`config.mk`:
```
export PLATFORM = sky130hd
export DESIGN_NAME = param_unpacker
export DESIGN_NICKNAME = d
export VERILOG_FILES = /design/src/rtl/param_unpack_pkg.sv /design/src/rtl/param_beat_counter.sv /design/src/rtl/param_unpacker.sv
export SDC_FILE = /design/constraint.sdc
export NUM_CORES = 1
export LEC_CHECK = 0
export ABC_AREA = 1
export ABC_CLOCK_PERIOD_IN_PS = 2000
export BUFFER_PORTS_ARGS = -buffer_cell sky130_fd_sc_hd__buf_2
export CORE_ASPECT_RATIO = 0.7
export CORE_UTILIZATION = 35
export CTS_CLUSTER_DIAMETER = 40
export DETAILED_ROUTE_END_ITERATION = 8
export SYNTH_ARGS = -nofsm -noshare
export SYNTH_HDL_FRONTEND = slang
export SYNTH_SLANG_ARGS = --single-unit
```
`constraint.sdc`:
```
create_clock -name clk -period 2 [get_ports clk]
set_clock_uncertainty 0.15 [all_clocks]
set_input_delay 0.3 -clock clk [delete_from_list [all_inputs] [get_ports clk]]
set_output_delay 0.3 -clock clk [all_outputs]
set_load 0.01 [all_outputs]
```
`src/rtl/param_unpack_pkg.sv`:
```
// Shared types and helpers for the wide-to-narrow word unpacker.
package param_unpack_pkg;

  typedef enum logic {
    IDLE = 1'b0,
    SEND = 1'b1
  } state_t;

  // Ceiling log2, usable in constant expressions; returns 0 for v <= 1.
  function automatic int unsigned clog2(input int unsigned v);
    int unsigned r;
    r = 0;
    for (int unsigned i = 0; i < 32; i++) begin
      if ((33'd1 << i) < 33'(v)) r = i + 1;
    end
    return r;
  endfunction

endpackage

```
`src/rtl/param_beat_counter.sv`:
```
// Beat index counter: loads 0, increments on each sent beat, wraps after MAX-1.
module param_beat_counter
  import param_unpack_pkg::*;
#(
  parameter int unsigned MAX = 4,
  localparam int unsigned CW = clog2(MAX)
) (
  input  logic          clk,
  input  logic          rst_n,
  input  logic          load,
  input  logic          inc,
  output logic [CW-1:0] count,
  output logic          wrap
);

  logic [CW-1:0] r_count;
  logic          w_wrap;

  assign w_wrap = (r_count == CW'(MAX - 1));
  assign count  = r_count;
  assign wrap   = w_wrap;

  // Load takes priority so a same-cycle reload restarts at beat 0.
  always_ff @(posedge clk) begin
    if (!rst_n) begin
      r_count <= '0;
    end else if (load) begin
      r_count <= '0;
    end else if (inc) begin
      r_count <= w_wrap ? '0 : r_count + CW'(1);
    end
  end

endmodule

```
`src/rtl/param_unpacker.sv`:
```
// Splits each accepted IN_W word into IN_W/OUT_W beats of OUT_W bits.
module param_unpacker
  import param_unpack_pkg::*;
#(
  parameter int unsigned IN_W      = 32,
  parameter int unsigned OUT_W     = 8,
  parameter bit          MSB_FIRST = 1'b1
) (
  input  logic             clk,
  input  logic             rst_n,
  input  logic             s_valid,
  output logic             s_ready,
  input  logic [IN_W-1:0]  s_data,
  input  logic             s_last,
  output logic             m_valid,
  input  logic             m_ready,
  output logic [OUT_W-1:0] m_data,
  output logic             m_last,
  output logic             busy
);

  localparam int unsigned RATIO = IN_W / OUT_W;
  localparam int unsigned CW    = clog2(RATIO);

  generate
    if (((IN_W % OUT_W) != 0) || (RATIO < 2)) begin : g_bad_ratio
      $error("param_unpacker: IN_W must be a multiple of OUT_W with ratio >= 2");
    end
  endgenerate

  state_t            r_state;
  logic [IN_W-1:0]   r_hold;
  logic              r_hold_last;
  logic              r_m_valid;
  logic [OUT_W-1:0]  r_m_data;
  logic              r_m_last;

  logic [CW-1:0]     w_cnt;
  logic [CW-1:0]     w_cnt_next;
  logic              w_cnt_wrap;
  logic              w_in_xfer;
  logic              w_out_xfer;

  // Select beat k of a word in the configured emission order.
  function automatic logic [OUT_W-1:0] f_beat(input logic [IN_W-1:0] w,
                                              input logic [CW-1:0]   k);
    int unsigned pos;
    pos = MSB_FIRST ? (RATIO - 1 - 32'(k)) : 32'(k);
    return OUT_W'(w >> (pos * OUT_W));
  endfunction

  // Ready when idle, or when the final beat leaves this cycle.
  assign s_ready    = rst_n && ((r_state == IDLE) || (w_cnt_wrap && m_ready));
  assign w_in_xfer  = s_valid && s_ready;
  assign w_out_xfer = r_m_valid && m_ready;
  assign w_cnt_next = w_cnt + CW'(1);

  assign m_valid = r_m_valid;
  assign m_data  = r_m_data;
  assign m_last  = r_m_last;
  assign busy    = (r_state == SEND);

  param_beat_counter #(
    .MAX (RATIO)
  ) u_beat_counter (
    .clk   (clk),
    .rst_n (rst_n),
    .load  (w_in_xfer),
    .inc   (w_out_xfer),
    .count (w_cnt),
    .wrap  (w_cnt_wrap)
  );

  // FSM plus registered beat outputs; the next beat is prepared on each
  // transfer so m_data is a plain register rather than a mux of the hold word.
  always_ff @(posedge clk) begin
    if (!rst_n) begin
      r_state     <= IDLE;
      r_hold      <= '0;
      r_hold_last <= 1'b0;
      r_m_valid   <= 1'b0;
      r_m_data    <= '0;
      r_m_last    <= 1'b0;
    end else if (w_in_xfer) begin
      r_state     <= SEND;
      r_hold      <= s_data;
      r_hold_last <= s_last;
      r_m_valid   <= 1'b1;
      r_m_data    <= f_beat(s_data, '0);
      r_m_last    <= 1'b0;  // beat 0 is never the final beat (RATIO >= 2)
    end else if (w_out_xfer) begin
      if (w_cnt_wrap) begin
        r_state   <= IDLE;
        r_m_valid <= 1'b0;
        r_m_last  <= 1'b0;
      end else begin
        r_m_data  <= f_beat(r_hold, w_cnt_next);
        r_m_last  <= r_hold_last && (w_cnt_next == CW'(RATIO - 1));
      end
    end
  end

endmodule

```
### After elaboration in Yosys (flattened, before gate mapping)

Cells that the tools add are included.

| word-level totals | value |
|---|---|
| bits in registers | 45 |
| bits of input ports | 37 |
| output and inout bits | 12 |

| cells by class | value |
|---|---|
| add/subtract/negate cells | 2 |
| equality and inequality tests | 3 |
| shift-type cells | 1 |
| mux-type cells | 8 |
| bitwise operators | 2 |
| reduce and logical (&&, ||, !) cells | 11 |

Operators with widths:

| cell | count |
|---|---|
| right shift 32 x 32 -> 8 bit | 1 |
| 2-to-1 mux 8 bit | 3 |
| logical AND 1 bit | 5 |
| equality test 2 bit (second input constant) | 2 |
| 2-to-1 mux 1 bit | 4 |
| AND reduction 2 bit | 2 |
| nonzero test 2 bit | 2 |
| subtractor 2 x 2 -> 3 bit (first input constant) | 1 |
| adder 2 x 1 -> 2 bit (second input constant) | 1 |
| 2-to-1 mux 2 bit | 1 |
| inequality test 2 x 1 -> 1 bit (second input constant) | 1 |
| NOT 1 bit | 2 |
| OR reduction 2 bit | 1 |
| logical OR 1 bit | 1 |

### Logic depth before layout (Yosys ltp)

| logic depth | value |
|---|---|
| depth in word-level cells | 7 |
| depth in mapped cells | 12 |
| depth with buffers taken out | 9 |

### By module

Synthesis repeated with hierarchy kept, for this count alone.

| unflattened totals | value |
|---|---|
| cell total of the unflattened synthesis | 312 |
| area, all modules | 2127.0 µm² |

By module, submodules not included:

| module | instances | cells each | area each (µm²) | seq. area each (µm²) |
|---|---|---|---|---|
| param_unpacker | 1 | 298 | 2025.7 | 860.8 |
| param_beat_counter | 1 | 14 | 101.3 | 40.0 |

### Least setup slack after synthesis

Ideal clock, no wire load.

| path | value |
|---|---|
| kind | register to register |
| start point | register u_beat_counter.r_count[0], in the netlist u_beat_counter.count[0] |
| end point | register r_m_data[0], in the netlist m_data[0] |
| setup time | 109 ps |
| arrival | 1671 ps |
| required time | 1741 ps |
| slack | 70 ps |
| stages on the path, launching flop included | 13 |
| buffers on the path | 3 |
| path through | dfxtp_1 > buf_2 > inv_2 > buf_4 > ha_1 > clkbuf_1 > inv_2 > nand3_1 > nand2_1 > nand2_1 > nand3_1 > nand2_1 > inv_1 |

| on the way | value |
|---|---|
| cells in the longest elaborated chain, start to end | 7 |
| elaborated cells between the ends (all ways) | 14 |

RTL lines:

| element | RTL line | text |
|---|---|---|
| from (decl) | param_beat_counter.sv:16 | `logic [CW-1:0] r_count;` |
| from (signal assigned) | param_beat_counter.sv:30 | `r_count <= w_wrap ? '0 : r_count + CW'(1);` |
| parallel branches: the longest is 7 deep, another holds subtractor 2 x 2 -> 3 bit | - |  |
| to (signal assigned) | param_unpacker.sv:89 | `r_m_data <= f_beat(s_data, '0);` |
| to (signal assigned) | param_unpacker.sv:97 | `r_m_data <= f_beat(r_hold, w_cnt_next);` |
| to (decl) | param_unpacker.sv:35 | `logic [OUT_W-1:0] r_m_data;` |

Several ways; the timed one is not identified. The select of a mux whose other input is x is not followed.
A chain may end at the register's enable or synchronous reset.

### Final worst setup path

| path | value |
|---|---|
| start point | register u_beat_counter.r_count[0], in the netlist u_beat_counter.count[0] |
| end point | output port s_ready |

| on the way | value |
|---|---|
| cells in the longest elaborated chain, start to end | 4 |

RTL lines:

| element | RTL line | text |
|---|---|---|
| equality test 2 bit | param_beat_counter.sv:19 | `assign w_wrap = (r_count == CW'(MAX - 1));` |
| logical AND 1 bit | param_unpacker.sv:53 | `assign s_ready = rst_n && ((r_state == IDLE) \|\| (w_cnt_wrap && m_ready));` |
| logical OR 1 bit | param_unpacker.sv:53 |  |
| logical AND 1 bit | param_unpacker.sv:53 |  |
| to (decl) | param_unpacker.sv:12 | `output logic s_ready,` |

No other way between the ends.

==> results.sh <==
export IMPL_outcome="complete, no violations"
export IMPL_fin_nets=390
export IMPL_synthToLayoutAreaGrowth_pct=22.2
export IMPL_synth_sequential_area_ratio=0.433
export IMPL_netlist_top_cell_by_area="dfxtp_1"
export IMPL_fillerInstances=603
export IMPL_vdd_drop_max_v=0.000282
export IMPL_synth_cell_type_count=21
export IMPL_critical_path_class="flip-flop to primary output"
export IMPL_hold_ws_ps=77.6
export IMPL_std_cell_rows=23
export IMPL_post_route_cells_drive_above_1_share=0.210
export IMPL_synthCells=305
export IMPL_root_buffer="clkbuf_8"
export IMPL_timing_max_cap_violations=0
export IMPL_yosys_most_used_dff="dfxtp_1"
export IMPL_worst_slew_pin_transition_ps=339
export IMPL_post_synth_top_count_cell="nand2_1"
export IMPL_pwr_share_seq=0.498
export IMPL_grt_pass1_wl_um=8230
export IMPL_numCtsBuffers=5
export IMPL_syn_nets=344
export IMPL_internal_power_uw=1420
export IMPL_start_util=0.364
export IMPL_async_reset_ff_frac=0
export IMPL_h_tree_depth=2
export IMPL_grt_overflow=0
export IMPL_antenna_cells=0
export IMPL_place_worst_setup_slack_ps=259
export IMPL_grt_use_total=0.172
export IMPL_grt_util_met1=0.255
export IMPL_hold_class="input port to flip-flop"
export IMPL_worstPathRequired_ps=1550
export IMPL_antenna_found_initial=0
export IMPL_globalplace_congestion=0.755
export IMPL_synth_enable_flop_cells=0
export IMPL_die_width_um=94.2
export IMPL_power_leakage_uw=0.00127
export IMPL_type_of_destination_of_the_critical_path="primary output"
export IMPL_final_setup_worst_slack_ps=109
export IMPL_drt_vias_per_instance=4.64
export IMPL_vias=1982
export IMPL_tritoncts_clock_tree="yes"
export IMPL_die_height_um=66.5
export IMPL_worst_skew_pair_late_latency_ps=300
export IMPL_gr_usage_met2=0.243
export IMPL_crit_path_max_fo=17
export IMPL_dp_hpwl_um=3550
export IMPL_met3_usage=0.0400
export IMPL_max_freq_ghz=0.529
export IMPL_finalHoldViolCount=0
export IMPL_drc_errors=0
export IMPL_remaining_antenna_violation_count_after_routing=0
export IMPL_setup_total_negative_slack_ps=0
export IMPL_worst_r2r_path_depth=7
export IMPL_pin_count=49
export IMPL_power_switching_uw=559
export IMPL_endpoint_of_the_worst_slack_reg_to_reg_timing_path="r_hold[28]$_SDFFE_PN0P_"
export IMPL_clock_power_share=0.320
export IMPL_timing_final_crit_share=0.946
export IMPL_timing_critical_path_from_type="flip-flop"
export IMPL_timing_hold_worst_start="s_data[8]"
export IMPL_gr_max_usage_layer="met1"
export IMPL_setup_viol=0
export IMPL_wl_per_cell_um=12.0
export IMPL_cts_root_to_sink_buffers=2
export IMPL_netlist_area_leader_share=0.433
export IMPL_holdPathEnd="r_hold[8]$_SDFFE_PN0P_"
export IMPL_postSynthRegisterBits=45
export IMPL_comb_power_share=0.181
export IMPL_grt_pass1_vias=1774
export IMPL_grt_max_degree=34
export IMPL_synth_avg_cell_area_sq_um=6.83
export IMPL_clock_sink_count=45
export IMPL_r2r_start="u_beat_counter.count[0]$_SDFFE_PP0P_"
export IMPL_synth_top_cells_by_count="nand2_1 (74), nand3_1 (63), inv_1 (48), dfxtp_1 (45), o21ai_1 (33)"
export IMPL_timing_final_max_slew_violations=0
export IMPL_syn_area_sq_um=2080
export IMPL_worst_path_arrival_ps=1440
export IMPL_io_buffer_count=48
export IMPL_yosysWarningCount=0
export IMPL_clk_transition_reported_paths_ps=90
export IMPL_worst_slew_margin_rel=0.774
export IMPL_grt_setup_unrepaired="no"
export IMPL_first_pass_iters=4
export IMPL_synth_area_leaders="dfxtp_1 (43%), nand3_1 (15%), nand2_1 (13%)"
export IMPL_cts_hold_buffers=0
export IMPL_dieArea_sq_um=6270
export IMPL_fin_crit_ps=1890
export IMPL_drtIter0Drc=86
export IMPL_core_footprint_sq_um=5730
export IMPL_min_path_cells=3
export IMPL_swShare=0.282
export IMPL_power_per_cell_area_nw_per_um2=778
export IMPL_slack_of_the_worst_reg_to_reg_path_ps=230
export IMPL_wl_um=5110
[logic make-up (layout without fill, tap and decap cells)]
family | after synthesis | after routing | synth area share
fa+ha+maj | 2 | 2 | 0.0120
buf+inv | 77 | 124 | 0.151
flops | 45 | 45 | 0.433
compound gates | 38 | 38 | 0.0968
simple gates | 143 | 143 | 0.308
[final cells by class]
cell class | instances | area, sq um | share of cell area
repair buffers | 57 | 350 | 0.138
well taps | 75 | 93.8 | 0.0369
multi-input cells | 183 | 875 | 0.344
inverters | 59 | 221 | 0.0870
clock buffers | 7 | 96.3 | 0.0379
clock inverters | 1 | 5.00 | 0.00197
flip-flops and latches | 45 | 903 | 0.355
[placed cells by master (no fill, tap or decap), drive strengths merged]
master | netlist | final
nand4 | 1 | 1
ha | 2 | 2
nand2 | 75 | 75
nand3 | 64 | 64
a211oi | 1 | 1
or2 | 1 | 1
o21ai | 33 | 33
clkinv | 8 | 9
inv | 51 | 51
a21oi | 4 | 4
nand3b | 1 | 1
buf | 15 | 56
dfxtp | 45 | 45
clkbuf | 3 | 8
nor2 | 1 | 1
[worst max-delay path, stage by stage (launching register included)]
cell     delay (ps)
dfxtp_2         360
ha_1            160
nand2_1         110
a21oi_4         200
buf_12          170
buf_2           140
[worst max path at each step]
stage / startpoint / to / slack [ps] / cells after the start
2_1_floorplan: u_beat_counter.count[0]$_SDFFE_PP0P_ / m_data[0]$_SDFFE_PN0P_ / 70 / 12
3_3_place_gp: u_beat_counter.count[0]$_SDFFE_PP0P_ / r_hold[30]$_SDFFE_PN0P_ / 300 / 7
3_5_place_dp: u_beat_counter.count[0]$_SDFFE_PP0P_ / r_hold[31]$_SDFFE_PN0P_ / 260 / 7
4_1_cts: u_beat_counter.count[0]$_SDFFE_PP0P_ / s_ready / 80 / 5
5_1_grt: u_beat_counter.count[0]$_SDFFE_PP0P_ / s_ready / 20 / 5
6_report: u_beat_counter.count[0]$_SDFFE_PP0P_ / s_ready / 110 / 5
[flip-flops by register name, summed over array words and instances, names as in the netlist]
name / cells
u_beat_counter.count: 2
r_hold: 32
r_hold_last: 1
m_data: 8
m_last: 1
m_valid: 1
[repair_timing]
item                       CTS  global route
resized for setup            0             3
setup endpoints to repair    0             1
buffers inserted             0             1
[power by group through the flow]
| stage | Combinational, uW | Sequential [uW] | Clock [uW] |
|---|---|---|---|
| after floorplan | 221 | 1010 | 0 |
| after global placement | 340 | 1010 | 0 |
| after detailed placement | 345 | 1010 | 0 |
| after CTS | 347 | 987 | 639 |
| after global routing | 412 | 995 | 672 |
| final | 359 | 987 | 635 |
[metal layers]
metal  vias to the layer above  share of wire
li1                       1049              -
met1                       872           0.53
met2                        53           0.40
met3                         8          0.059
met4                         0         0.0088
met5                         -              0
[per-stage QoR]
stage / std cells / area [sq um] / utilization / total power, uW
floorplan: 305 / 2080 / - / 1230
global placement: 417 / 2400 / 0.419 / 1350
detailed placement: 417 / 2400 / 0.419 / 1350
CTS: 425 / 2500 / 0.437 / 1970
global route: 427 / 2540 / 0.444 / 2080
finish: 427 / 2540 / 0.444 / 1980
No activity file was read; power rests on OpenSTA's default activity.
